==> src/rtl/rv2t_stage_sequencer.sv <==
// rtl/rv2t_stage_sequencer.sv - multi-cycle fetch/decode/execute/memory/write-back sequencer for the RV2T core
//
// Steps one instruction at a time through the core stages by pulsing the
// per-stage enables. Handles traps (illegal instruction, memory fault,
// fetch timeout, interrupt), parks on WFI and counts retired instructions.
//
// Ports:
//   clk, reset_n                   core clock, asynchronous active-low reset
//   sync_reset                     synchronous reset back to S_IDLE
//   start                          boot pulse, honoured only in S_IDLE
//   fetch_done                     instruction word valid from fetch unit
//   ctl_LOAD/STORE/WFI/MRET        decoder controls, sampled in S_EXEC
//   exception_illegal_instruction  decoder illegal flag, sampled in S_EXEC
//   mem_done, mem_error            load/store completion and fault
//   interrupt_pending, mie         interrupt request and global enable
//   fetch_enable .. trap_enable    one-cycle stage enables (registered)
//   trap_cause                     cause of the most recent trap
//   wfi_active                     high while parked in S_WFI
//   instret                        retired-instruction counter

module rv2t_stage_sequencer #(
  parameter int FETCH_TIMEOUT = 255
) (
  input  logic        clk,
  input  logic        reset_n,
  input  logic        sync_reset,
  input  logic        start,
  input  logic        fetch_done,
  input  logic        ctl_LOAD,
  input  logic        ctl_STORE,
  input  logic        ctl_WFI,
  input  logic        ctl_MRET,
  input  logic        exception_illegal_instruction,
  input  logic        mem_done,
  input  logic        mem_error,
  input  logic        interrupt_pending,
  input  logic        mie,
  output logic        fetch_enable,
  output logic        decode_enable,
  output logic        exe_enable,
  output logic        mem_enable,
  output logic        wb_enable,
  output logic        trap_enable,
  output logic [3:0]  trap_cause,
  output logic        wfi_active,
  output logic [31:0] instret
);

  typedef enum logic [2:0] {
    S_IDLE,
    S_FETCH,
    S_DECODE,
    S_EXEC,
    S_MEM,
    S_WB,
    S_TRAP,
    S_WFI
  } state_t;

  localparam logic [7:0] TIMEOUT = 8'(FETCH_TIMEOUT);

  localparam logic [3:0] CAUSE_FETCH_FAULT = 4'd1;
  localparam logic [3:0] CAUSE_ILLEGAL     = 4'd2;
  localparam logic [3:0] CAUSE_LOAD_FAULT  = 4'd5;
  localparam logic [3:0] CAUSE_STORE_FAULT = 4'd7;
  localparam logic [3:0] CAUSE_INTERRUPT   = 4'd11;

  state_t     state;
  logic [7:0] fetch_cnt;
  logic       mem_is_store;  // remembers load vs store for the fault cause

  // MRET needs no special sequencing: it retires through S_WB like an ALU op.
  logic unused_mret;
  assign unused_mret = ctl_MRET;

  always_ff @(posedge clk or negedge reset_n) begin
    if (!reset_n) begin
      state         <= S_IDLE;
      fetch_cnt     <= 8'd0;
      mem_is_store  <= 1'b0;
      fetch_enable  <= 1'b0;
      decode_enable <= 1'b0;
      exe_enable    <= 1'b0;
      mem_enable    <= 1'b0;
      wb_enable     <= 1'b0;
      trap_enable   <= 1'b0;
      trap_cause    <= 4'd0;
      wfi_active    <= 1'b0;
      instret       <= 32'd0;
    end else if (sync_reset) begin
      state         <= S_IDLE;
      fetch_cnt     <= 8'd0;
      mem_is_store  <= 1'b0;
      fetch_enable  <= 1'b0;
      decode_enable <= 1'b0;
      exe_enable    <= 1'b0;
      mem_enable    <= 1'b0;
      wb_enable     <= 1'b0;
      trap_enable   <= 1'b0;
      trap_cause    <= 4'd0;
      wfi_active    <= 1'b0;
      instret       <= 32'd0;
    end else begin
      // Enables are pulses: cleared every cycle unless a transition sets them.
      fetch_enable  <= 1'b0;
      decode_enable <= 1'b0;
      exe_enable    <= 1'b0;
      mem_enable    <= 1'b0;
      wb_enable     <= 1'b0;
      trap_enable   <= 1'b0;
      wfi_active    <= 1'b0;

      case (state)
        S_IDLE: begin
          if (start) begin
            state        <= S_FETCH;
            fetch_enable <= 1'b1;
            fetch_cnt    <= 8'd0;
          end
        end

        S_FETCH: begin
          // fetch_enable is high only in the entry cycle, so it doubles as
          // the "ignore fetch_done" flag. A fetch_done landing in the same
          // cycle the counter reaches the limit wins over the timeout.
          if (!fetch_enable && fetch_done) begin
            state         <= S_DECODE;
            decode_enable <= 1'b1;
          end else if (fetch_cnt + 8'd1 == TIMEOUT) begin
            fetch_cnt   <= fetch_cnt + 8'd1;
            state       <= S_TRAP;
            trap_enable <= 1'b1;
            trap_cause  <= CAUSE_FETCH_FAULT;
          end else begin
            fetch_cnt <= fetch_cnt + 8'd1;
          end
        end

        S_DECODE: begin
          state      <= S_EXEC;
          exe_enable <= 1'b1;
        end

        S_EXEC: begin
          if (exception_illegal_instruction) begin
            state       <= S_TRAP;
            trap_enable <= 1'b1;
            trap_cause  <= CAUSE_ILLEGAL;
          end else if (ctl_LOAD || ctl_STORE) begin
            state        <= S_MEM;
            mem_enable   <= 1'b1;
            mem_is_store <= !ctl_LOAD;
          end else if (ctl_WFI) begin
            state      <= S_WFI;
            wfi_active <= 1'b1;
          end else begin
            state     <= S_WB;
            wb_enable <= 1'b1;
          end
        end

        S_MEM: begin
          if (mem_done) begin
            if (mem_error) begin
              state       <= S_TRAP;
              trap_enable <= 1'b1;
              trap_cause  <= mem_is_store ? CAUSE_STORE_FAULT : CAUSE_LOAD_FAULT;
            end else begin
              state     <= S_WB;
              wb_enable <= 1'b1;
            end
          end
        end

        S_WB: begin
          instret <= instret + 32'd1;
          if (interrupt_pending && mie) begin
            state       <= S_TRAP;
            trap_enable <= 1'b1;
            trap_cause  <= CAUSE_INTERRUPT;
          end else begin
            state        <= S_FETCH;
            fetch_enable <= 1'b1;
            fetch_cnt    <= 8'd0;
          end
        end

        S_TRAP: begin
          state        <= S_FETCH;
          fetch_enable <= 1'b1;
          fetch_cnt    <= 8'd0;
        end

        S_WFI: begin
          // Wake on any pending interrupt; S_WB decides whether to trap.
          if (interrupt_pending) begin
            state     <= S_WB;
            wb_enable <= 1'b1;
          end else begin
            wfi_active <= 1'b1;
          end
        end

        default: begin
          state <= S_IDLE;
        end
      endcase
    end
  end

endmodule
==> config.mk <==
export PLATFORM = sky130hd
export DESIGN_NAME = rv2t_stage_sequencer
export DESIGN_NICKNAME = d
export VERILOG_FILES = /design/src/rtl/rv2t_stage_sequencer.sv
export SDC_FILE = /design/constraint.sdc
export NUM_CORES = 1
export LEC_CHECK = 0
export BUFFER_PORTS_ARGS = -buffer_cell sky130_fd_sc_hd__buf_2
export CORE_ASPECT_RATIO = 1.2
export CORE_MARGIN = 2
export CORE_UTILIZATION = 45
export CTS_CLUSTER_DIAMETER = 50
export DETAILED_ROUTE_END_ITERATION = 10
export PLACE_DENSITY_LB_ADDON = 0.05
export SYNTH_ARGS = -nofsm -noshare
export SYNTH_HDL_FRONTEND = slang
export SYNTH_SLANG_ARGS = --single-unit
==> constraint.sdc <==
create_clock -name clk -period 2.15 [get_ports clk]
set_input_delay 0.1075 -clock clk [delete_from_list [all_inputs] [get_ports clk]]
set_output_delay 0.1075 -clock clk [all_outputs]
set_load 0.02 [all_outputs]
-- Yosys cells after proc, flatten, opt, wreduce, memory -nomap -nowiden
Cells that the tools add are included.
Widths: inputs -> output; s select.
- latch bits: 0
- flip-flop bits (word level): 55
- logic and storage cells: 115
- memories kept: 0
- memory bits (writable): 0
- memory bits (read-only): 0
- magnitude comparators: 0
- reduce and logical (&&, ||, !) cells: 15
- mux-type cells: 67
- bitwise gates (word level): 0
- shift operators: 0
- multipliers: 0
- eq/ne operators: 19
- divide/modulo/power cells: 0
- add/subtract/negate cells: 2
- operators with widths (cell ; count):
    $mux 32 ; 2
    $mux 1 ; 35
    $add 32x1->32 const B ; 1
    $mux 8 ; 4
    $pmux 8 s4 ; 1
    $mux 4 ; 7
    $ne 3x3->1 const B ; 9
    $pmux 3 s8 ; 1
    $mux 3 ; 7
    $pmux 4 s4 ; 1
    $eq 3x3->1 const B ; 4
    $mux 2 ; 5
    $reduce_bool 5->1 ; 2
    $add 8x1->8 const B ; 1
    $eq 8x8->1 const B ; 1
    $reduce_and 4->1 ; 2
    $reduce_and 7->1 ; 1
    $eq 3x2->1 const B ; 2
    $pmux 1 s3 ; 2
    $reduce_bool 2->1 ; 3
    $ne 4x4->1 const B ; 1
    $pmux 1 s4 ; 1
    $eq 3x1->1 const B ; 1
    $logic_not 3->1 ; 1
    other kinds (6) ; 8

-- Depth between registers and ports, before layout
Gate-level depths: netlist of run 1.
- word-level depth: 6
- depth in mapped cells: 8
- mapped depth without buffers: 6

-- Worst setup path after synthesis of run 1
Ideal clock, no wire load.
- path kind: reg2reg
- start: register instret[3]
- end: register instret[31]
- period minus slack after synthesis: 2.058 ns
- slack: 0.092 ns
- library setup time: 0.127 ns
- arrival: 1.931 ns
- stages on the path, launching flop included: 6
- cell sequence: dfrtp_1 -> nand4_4 -> nor4_4 -> nand4_1 -> or4_1 -> mux2_1
- cells in the longest elaborated chain, start to end: 3
- RTL lines (item ; RTL line ; source):
    from (decl) ; 46 ; output logic [31:0] instret
    from (signal assigned) ; 176 ; instret <= instret + 32'd1;
    $add 32x1->32 ; 176 ;
    $mux 32 ; 113 ; case (state)
    $mux 32 ; 90 ; end else if (sync_reset) begin
No other way between the ends. The select of a mux whose other input is x is not followed.
A chain may end at the register's enable or synchronous reset.

-- Final worst setup path of run 1
- start: register instret[21]
- end: register instret[31]
Same word-level chain as after synthesis.

==> results.py, run 1 <==
metrics = {
    "status": {
        "status": "completed",
    },
    "timing": {
        "slew_headroom_pct": 53.0,
        "grt_setup_unrepaired": "false",
        "fin_tns_setup_ns": 0,
        "max_slew.worst_pin.slew_ns": 0.704,
        "max_clock_freq_ghz": 0.507,
        "post-route-min-period_ns": 1.97,
        "finalMaxSlewViolations": 0,
        "whs_ns": 0.0155,
        "finalCritPeriodShare_pct": 91.7,
        "worst_slack_ns": 0.178,
        "final-hold-violation-count": 0,
        "skew_ns": 0.0102,
        "setup_viol": 0,
    },
    "floorplanning": {
        "core_sq_um": 6450,
        "die-area_sq_um": 7340,
        "fp.dieW_um": 78.5,
        "num_rows": 32,
        "ios": 57,
        "initial_utilization_pct": 46.5,
        "dieHeight_um": 93.5,
    },
    "cells_and_area": {
        "nets": 415,
        "fin_util_pct": 55.4,
        "area_growth_syn_to_layout_pct": 19.1,
        "fin_area_sq_um": 3570,
        "finalNonFillerCells": 484,
        "antenna_cells": 0,
        "drive_gt1_share_pct": 22.6,
    },
    "global_routing": {
        "antenna_found_initial": 0,
        "grtUsageTotal_pct": 19.2,
        "grt_max_degree": 56,
        "grt_overflow": 0,
        "first_global_vias": 2448,
        "grt_pass1_wl_um": 11400,
    },
    "synth": {
        "yosysSeqAreaShare_pct": 45.9,
        "synthCells": 331,
        "yosysWarningCount": 0,
        "synth-async-reset-ratio_pct": 100,
        "avgSynthCellArea_sq_um": 9.06,
        "yosys.area.top_type": "dfrtp_1",
        "synth_top_area_share_pct": 45.9,
        "syn-num-nets": 348,
        "synth_flop_cell": "dfrtp_1",
        "synth_edf_count": 0,
        "yosys_register_bits": 55,
        "synth.distinct_cells": 50,
        "syn-cell-area_sq_um": 3000,
        "ys_top_cells_by_area": "dfrtp_1 46%, nor2_1 4.8%, o21ai_0 4.0%",
    },
    "worst_setup_path": {
        "crit_chain": "and4_1 > and3_1 > nand4_1 > or4_1 > mux2_1",
        "crit_fanout": 7,
        "cp.required_ns": 2.35,
        "cp-end-kind": "flop",
        "slowest_delay_ns": 0.49,
        "cp-startpoint": "instret[21]$_DFFE_PN0P_",
        "arrival_ns": 2.17,
        "critPathKind": "flop to flop",
        "critPathLaunchType": "flop",
        "cp_slowest_cell": "or4_1",
        "r2r_start": "instret[21]$_DFFE_PN0P_",
    },
    "pwr": {
        "combPwrFrac_pct": 29.0,
        "ir_drop_mv": 0.466,
        "clockPowerShare_pct": 23.2,
        "powerDensity_nw_per_um2": 660,
        "p_total_mw": 2.36,
        "p_int_mw": 1.57,
        "swShare_pct": 33.5,
        "leakagePower_nw": 1.70,
        "p_seq_share_pct": 47.8,
        "switching_power_mw": 0.791,
    },
    "flow_run": {
        "cap_violations": 0,
    },
    "clocking": {
        "cts.path.max_buffers": 2,
        "clk_pin_slew_ns": 0.10,
        "cts_sinks": 55,
        "clk_latency_ns": 0.30,
        "cts_root_buf": "clkbuf_8",
        "htreeDepth": 2,
        "numCtsBuffers": 5,
        "cts_setup_buffers": 0,
        "tritoncts": "yes",
    },
    "drt": {
        "drt_wl_total_um": 6700,
        "num_vias": 2651,
        "dr.pass1.iters": 4,
        "vias_per_cell": 5.48,
        "ant_nets": 0,
        "drt_iter0_drc": 137,
        "wl_per_cell_um": 13.8,
        "drcViolationCount": 0,
    },
    "worst_hold_path": {
        "min_path_type": "input port to flop",
        "worstHoldStart": "ctl_LOAD",
    },
    "place": {
        "place_congestion": 0.891,
        "dpl_cell_area_sq_um": 3470,
        "port-buffer-count": 55,
        "dp_hpwl_um": 4800,
        "dp_slack_ns": 0.0157,
        "dp_cells": 475,
    },
}
-- kinds of logic (layout without fill, tap and decap cells) --
group / Yosys count / after routing / share of synthesized area, %
xor gates and xnor gates: 20 / 20 / 5.84
AOI/OAI and AO/OA: 74 / 74 / 15.0
buffers and inverters: 32 / 100 / 4.38
muxes: 3 / 3 / 1.04
and+or+nand+nor: 144 / 144 / 26.6
adders and majority gates: 3 / 3 / 1.25
DFF: 55 / 55 / 45.9
-- power by group through the flow --
stage / registers [mW] / clock network (mW) / logic, mW
2_1_floorplan: 1.19 / 0 / 0.417
3_3_place_gp: 1.15 / 0 / 0.675
3_5_place_dp: 1.15 / 0 / 0.669
4_1_cts: 1.13 / 0.575 / 0.675
5_1_grt: 1.14 / 0.614 / 0.766
6_report: 1.13 / 0.547 / 0.684
-- critical path, delay by kind of cell, from the launching register on --
kind | cells | cell delay, ns
flops | 1 | 0.45
mux | 1 | 0.32
simple gates | 4 | 1.09
-- layout make-up --
type,count,area [sq um]
sequential,55,1380
clock buffer,7,76.3
multi-input combinational,244,1500
clock inverter,1,5.00
inverter,13,48.8
timing repair buffer,79,458
tap,85,106
fill,636,2870
-- timing repair --
item                                    in CTS  in global routing
endpoints found under the hold margin       55                  0
hold buffers                                 1                  0
endpoints found under the setup margin       0                 10
resized for setup                            0                  2
-- layout by cell type, fill, tap and decap left out, types with 3 or more instances in the layout --
cell,instances
nor4_1,3
a21oi_1,23
nand3_1,18
a211o_1,3
and4_1,5
nor3_1,9
ha_1,3
nor2_1,38
clkbuf_8,5
dfrtp_1,55
nand2_1,14
and3_1,8
xor2_1,11
xnor2_1,9
or3_1,13
o31ai_1,7
inv_1,13
buf_2,55
buf_4,23
and2_1,5
nand4_1,13
o21ai_0,24
nand2b_1,4
-- flip-flops by register name (all words and copies together), names as in the netlist --
| signal | cells |
|---|---|
| instret | 32 |
| fetch_cnt | 8 |
| trap_cause | 4 |
| state | 3 |
| decode_enable | 1 |
| exe_enable | 1 |
| fetch_enable | 1 |
| mem_enable | 1 |
| mem_is_store | 1 |
| trap_enable | 1 |
| wb_enable | 1 |
| wfi_active | 1 |
-- path summary, 6_finish.rpt --
kind / endpoint / slack, ns / cells after the start
max reg2reg: instret[31]$_DFFE_PN0P_ / 0.18 / 5
max in group asynchronous: trap_enable$_DFF_PN0_ / 1.22 / 3
max: instret[31]$_DFFE_PN0P_ / 0.18 / 5
min: mem_is_store$_DFFE_PN0P_ / 0.02 / 2
min in group asynchronous: instret[11]$_DFFE_PN0P_ / 0.46 / 3
min reg2reg: fetch_cnt[7]$_DFFE_PN0P_ / 0.49 / 1
-- synthesized netlist by cell type (all sizes together) (2+ instances only) --
cell type  instances
a21oi             23
and4               5
or4                2
dfrtp             55
nor3               9
and3b              2
a31oi              2
clkbuf            13
and2               5
a211o              3
nand2b             4
nand3b             2
xnor2              9
mux2i              2
o31ai              7
o21ai             25
and3               8
ha                 3
nor2              38
nor4               4
nand4             14
a211oi             4
xor2              11
nand2             14
nand3             18
or3               14
inv               13
nor2b              2
buf                6
-- metal layers --
metal | global-route usage [%] | vias to the layer above | wire (um)
li1 | - | 1327 | -
met1 | 25.6 | 1253 | 3130
met2 | 32.6 | 62 | 3270
met3 | 2.90 | 9 | 221
met4 | 4.82 | 0 | 82
met5 | 0 | - | 0
No activity file was read; power rests on OpenSTA's default activity.
==> run 2, diff against run 1 <==
--- a/config.mk
+++ b/config.mk
@@ -11,7 +11,9 @@
 export CORE_UTILIZATION = 45
 export CTS_CLUSTER_DIAMETER = 50
 export DETAILED_ROUTE_END_ITERATION = 10
+export MAX_ROUTING_LAYER = met4
 export PLACE_DENSITY_LB_ADDON = 0.05
+export SLEW_MARGIN = 15
 export SYNTH_ARGS = -nofsm -noshare
 export SYNTH_HDL_FRONTEND = slang
 export SYNTH_SLANG_ARGS = --single-unit
==> results.py, run 2 (synthesized netlist as in run 1, its figures left out) <==
metrics = {
    "status": {
        "status": "completed",
    },
    "pwr": {
        "p_total_mw": 2.36,
        "swShare_pct": 33.6,
        "ir_drop_mv": 0.466,
        "combPwrFrac_pct": 29.0,
        "clockPowerShare_pct": 23.2,
        "p_seq_share_pct": 47.8,
        "powerDensity_nw_per_um2": 660,
        "leakagePower_nw": 1.70,
        "switching_power_mw": 0.792,
        "p_int_mw": 1.57,
    },
    "drt": {
        "num_vias": 2659,
        "drcViolationCount": 0,
        "drt_wl_total_um": 6710,
        "vias_per_cell": 5.49,
        "drt_iter0_drc": 136,
        "dr.pass1.iters": 4,
        "ant_nets": 0,
        "wl_per_cell_um": 13.9,
    },
    "place": {
        "port-buffer-count": 55,
        "dp_hpwl_um": 4800,
        "place_congestion": 0.906,
        "dpl_cell_area_sq_um": 3470,
    },
    "timing": {
        "finalMaxSlewViolations": 0,
        "post-route-min-period_ns": 1.97,
        "setup_viol": 0,
        "slew_headroom_pct": 53.1,
        "skew_ns": 0.00908,
        "finalCritPeriodShare_pct": 91.8,
        "max_clock_freq_ghz": 0.507,
        "whs_ns": 0.0147,
        "final-hold-violation-count": 0,
        "max_slew.worst_pin.slew_ns": 0.703,
        "grt_setup_unrepaired": "false",
        "fin_tns_setup_ns": 0,
    },
    "cells_and_area": {
        "top_regs": "instret (32), fetch_cnt (8), trap_cause (4)",
        "area_growth_syn_to_layout_pct": 19.1,
        "nets": 415,
        "top_register": "instret",
        "antenna_cells": 0,
        "final_cell_mix": "55 x dfrtp_1, 55 x buf_2, 38 x nor2_1",
        "fin_area_sq_um": 3570,
        "drive_gt1_share_pct": 22.6,
        "fill_cells": 636,
        "largest_reg_flops": 32,
    },
    "worst_setup_path": {
        "cp_slowest_cell": "or4_1",
        "cp.required_ns": 2.34,
        "reg2reg_depth": 5,
        "path_depth": 5,
        "slowest_delay_ns": 0.49,
        "rrSetupSlack_ns": 0.18,
        "critPathLaunchType": "flop",
        "critPathKind": "flop to flop",
        "arrival_ns": 2.17,
        "path_buf_inv": 0,
        "crit_chain": "and4_1 > and3_1 > nand4_1 > or4_1 > mux2_1",
        "cp_top_family": "simple AND/OR/NAND/NOR gates",
        "crit_fanout": 7,
        "cp-end-kind": "flop",
    },
    "worst_hold_path": {
        "min_path_type": "input port to flop",
        "hold-path-cell-count": 2,
    },
    "global_routing": {
        "grt_max_degree": 56,
        "grt_overflow": 0,
        "grt_pass1_wl_um": 11400,
        "grtUsageTotal_pct": 19.7,
        "first_global_vias": 2448,
        "antenna_found_initial": 0,
    },
    "flow_run": {
        "cap_violations": 0,
    },
    "clocking": {
        "cts_setup_buffers": 0,
        "htreeDepth": 2,
        "clk_pin_slew_ns": 0.10,
        "cts.path.max_buffers": 2,
        "cts_root_buf": "clkbuf_8",
        "clk_latency_ns": 0.30,
        "tritoncts": "yes",
        "numCtsBuffers": 5,
        "cts_sinks": 55,
    },
    "floorplanning": {
        "ios": 57,
        "core_sq_um": 6450,
        "fp.dieW_um": 78.5,
        "num_rows": 32,
        "initial_utilization_pct": 46.5,
        "die-area_sq_um": 7340,
        "dieHeight_um": 93.5,
    },
}
-- run 2: cell counts in the layout (fill, tap and decap cells not counted) --
Identical to the previous run, type by type.
-- run 2: power by group through the flow --
stage / Combinational [mW] / Sequential, mW / Clock [mW]
floorplan: 0.417 / 1.19 / 0
global placement: 0.675 / 1.15 / 0
detailed placement: 0.669 / 1.15 / 0
CTS: 0.675 / 1.13 / 0.575
global route: 0.766 / 1.14 / 0.614
finish: 0.684 / 1.13 / 0.548
-- run 2: layout make-up --
type                    instances  area (sq um)  area share (%)
flip-flops and latches         55          1380            38.5
repair buffers                 79           458            12.8
clock buffers                   7          76.3            2.14
inverters                      13          48.8            1.37
well taps                      85           106            2.98
multi-input cells             244          1500            42.1
clock inverters                 1          5.00           0.140
-- run 2: worst reg2reg max path: stages, from the launching register on --
cell	delay [ns]
dfrtp_1	0.45
and4_1	0.26
and3_1	0.21
nand4_1	0.13
or4_1	0.49
mux2_1	0.32
-- run 2: worst paths after layout --
path,from,endpoint
min in group asynchronous,reset_n,instret[11]$_DFFE_PN0P_
min,ctl_LOAD,mem_is_store$_DFFE_PN0P_
max reg2reg,instret[21]$_DFFE_PN0P_,instret[31]$_DFFE_PN0P_
max in group asynchronous,reset_n,state[1]$_DFFE_PN0P_
min reg2reg,fetch_cnt[7]$_DFFE_PN0P_,fetch_cnt[7]$_DFFE_PN0P_
max,instret[21]$_DFFE_PN0P_,instret[31]$_DFFE_PN0P_
-- run 2: per-stage QoR --
step	instances	setup WS [ns]	util [%]
2_1_floorplan	331	0.0920	-
3_3_place_gp	475	0.0752	53.9
3_5_place_dp	475	0.0157	53.9
4_1_cts	484	0.0121	55.3
5_1_grt	484	0.0218	55.4
6_report	484	0.177	55.4
-- run 2: timing repair --
| action | 4_1_cts | 5_1_grt |
|---|---|---|
| endpoints found under the hold margin | 55 | 0 |
| endpoints found under the setup margin | 0 | 10 |
| hold buffers | 1 | 0 |
| gates resized for setup | 0 | 2 |
-- run 2: metal layers --
metal  track usage (%)  up-vias  share of wire (%)
li1                  -     1327                  -
met1              25.6     1261                 47
met2              32.6       62                 48
met3              2.90        9                3.4
met4              4.82        0                1.3
met5                 -        -                  0
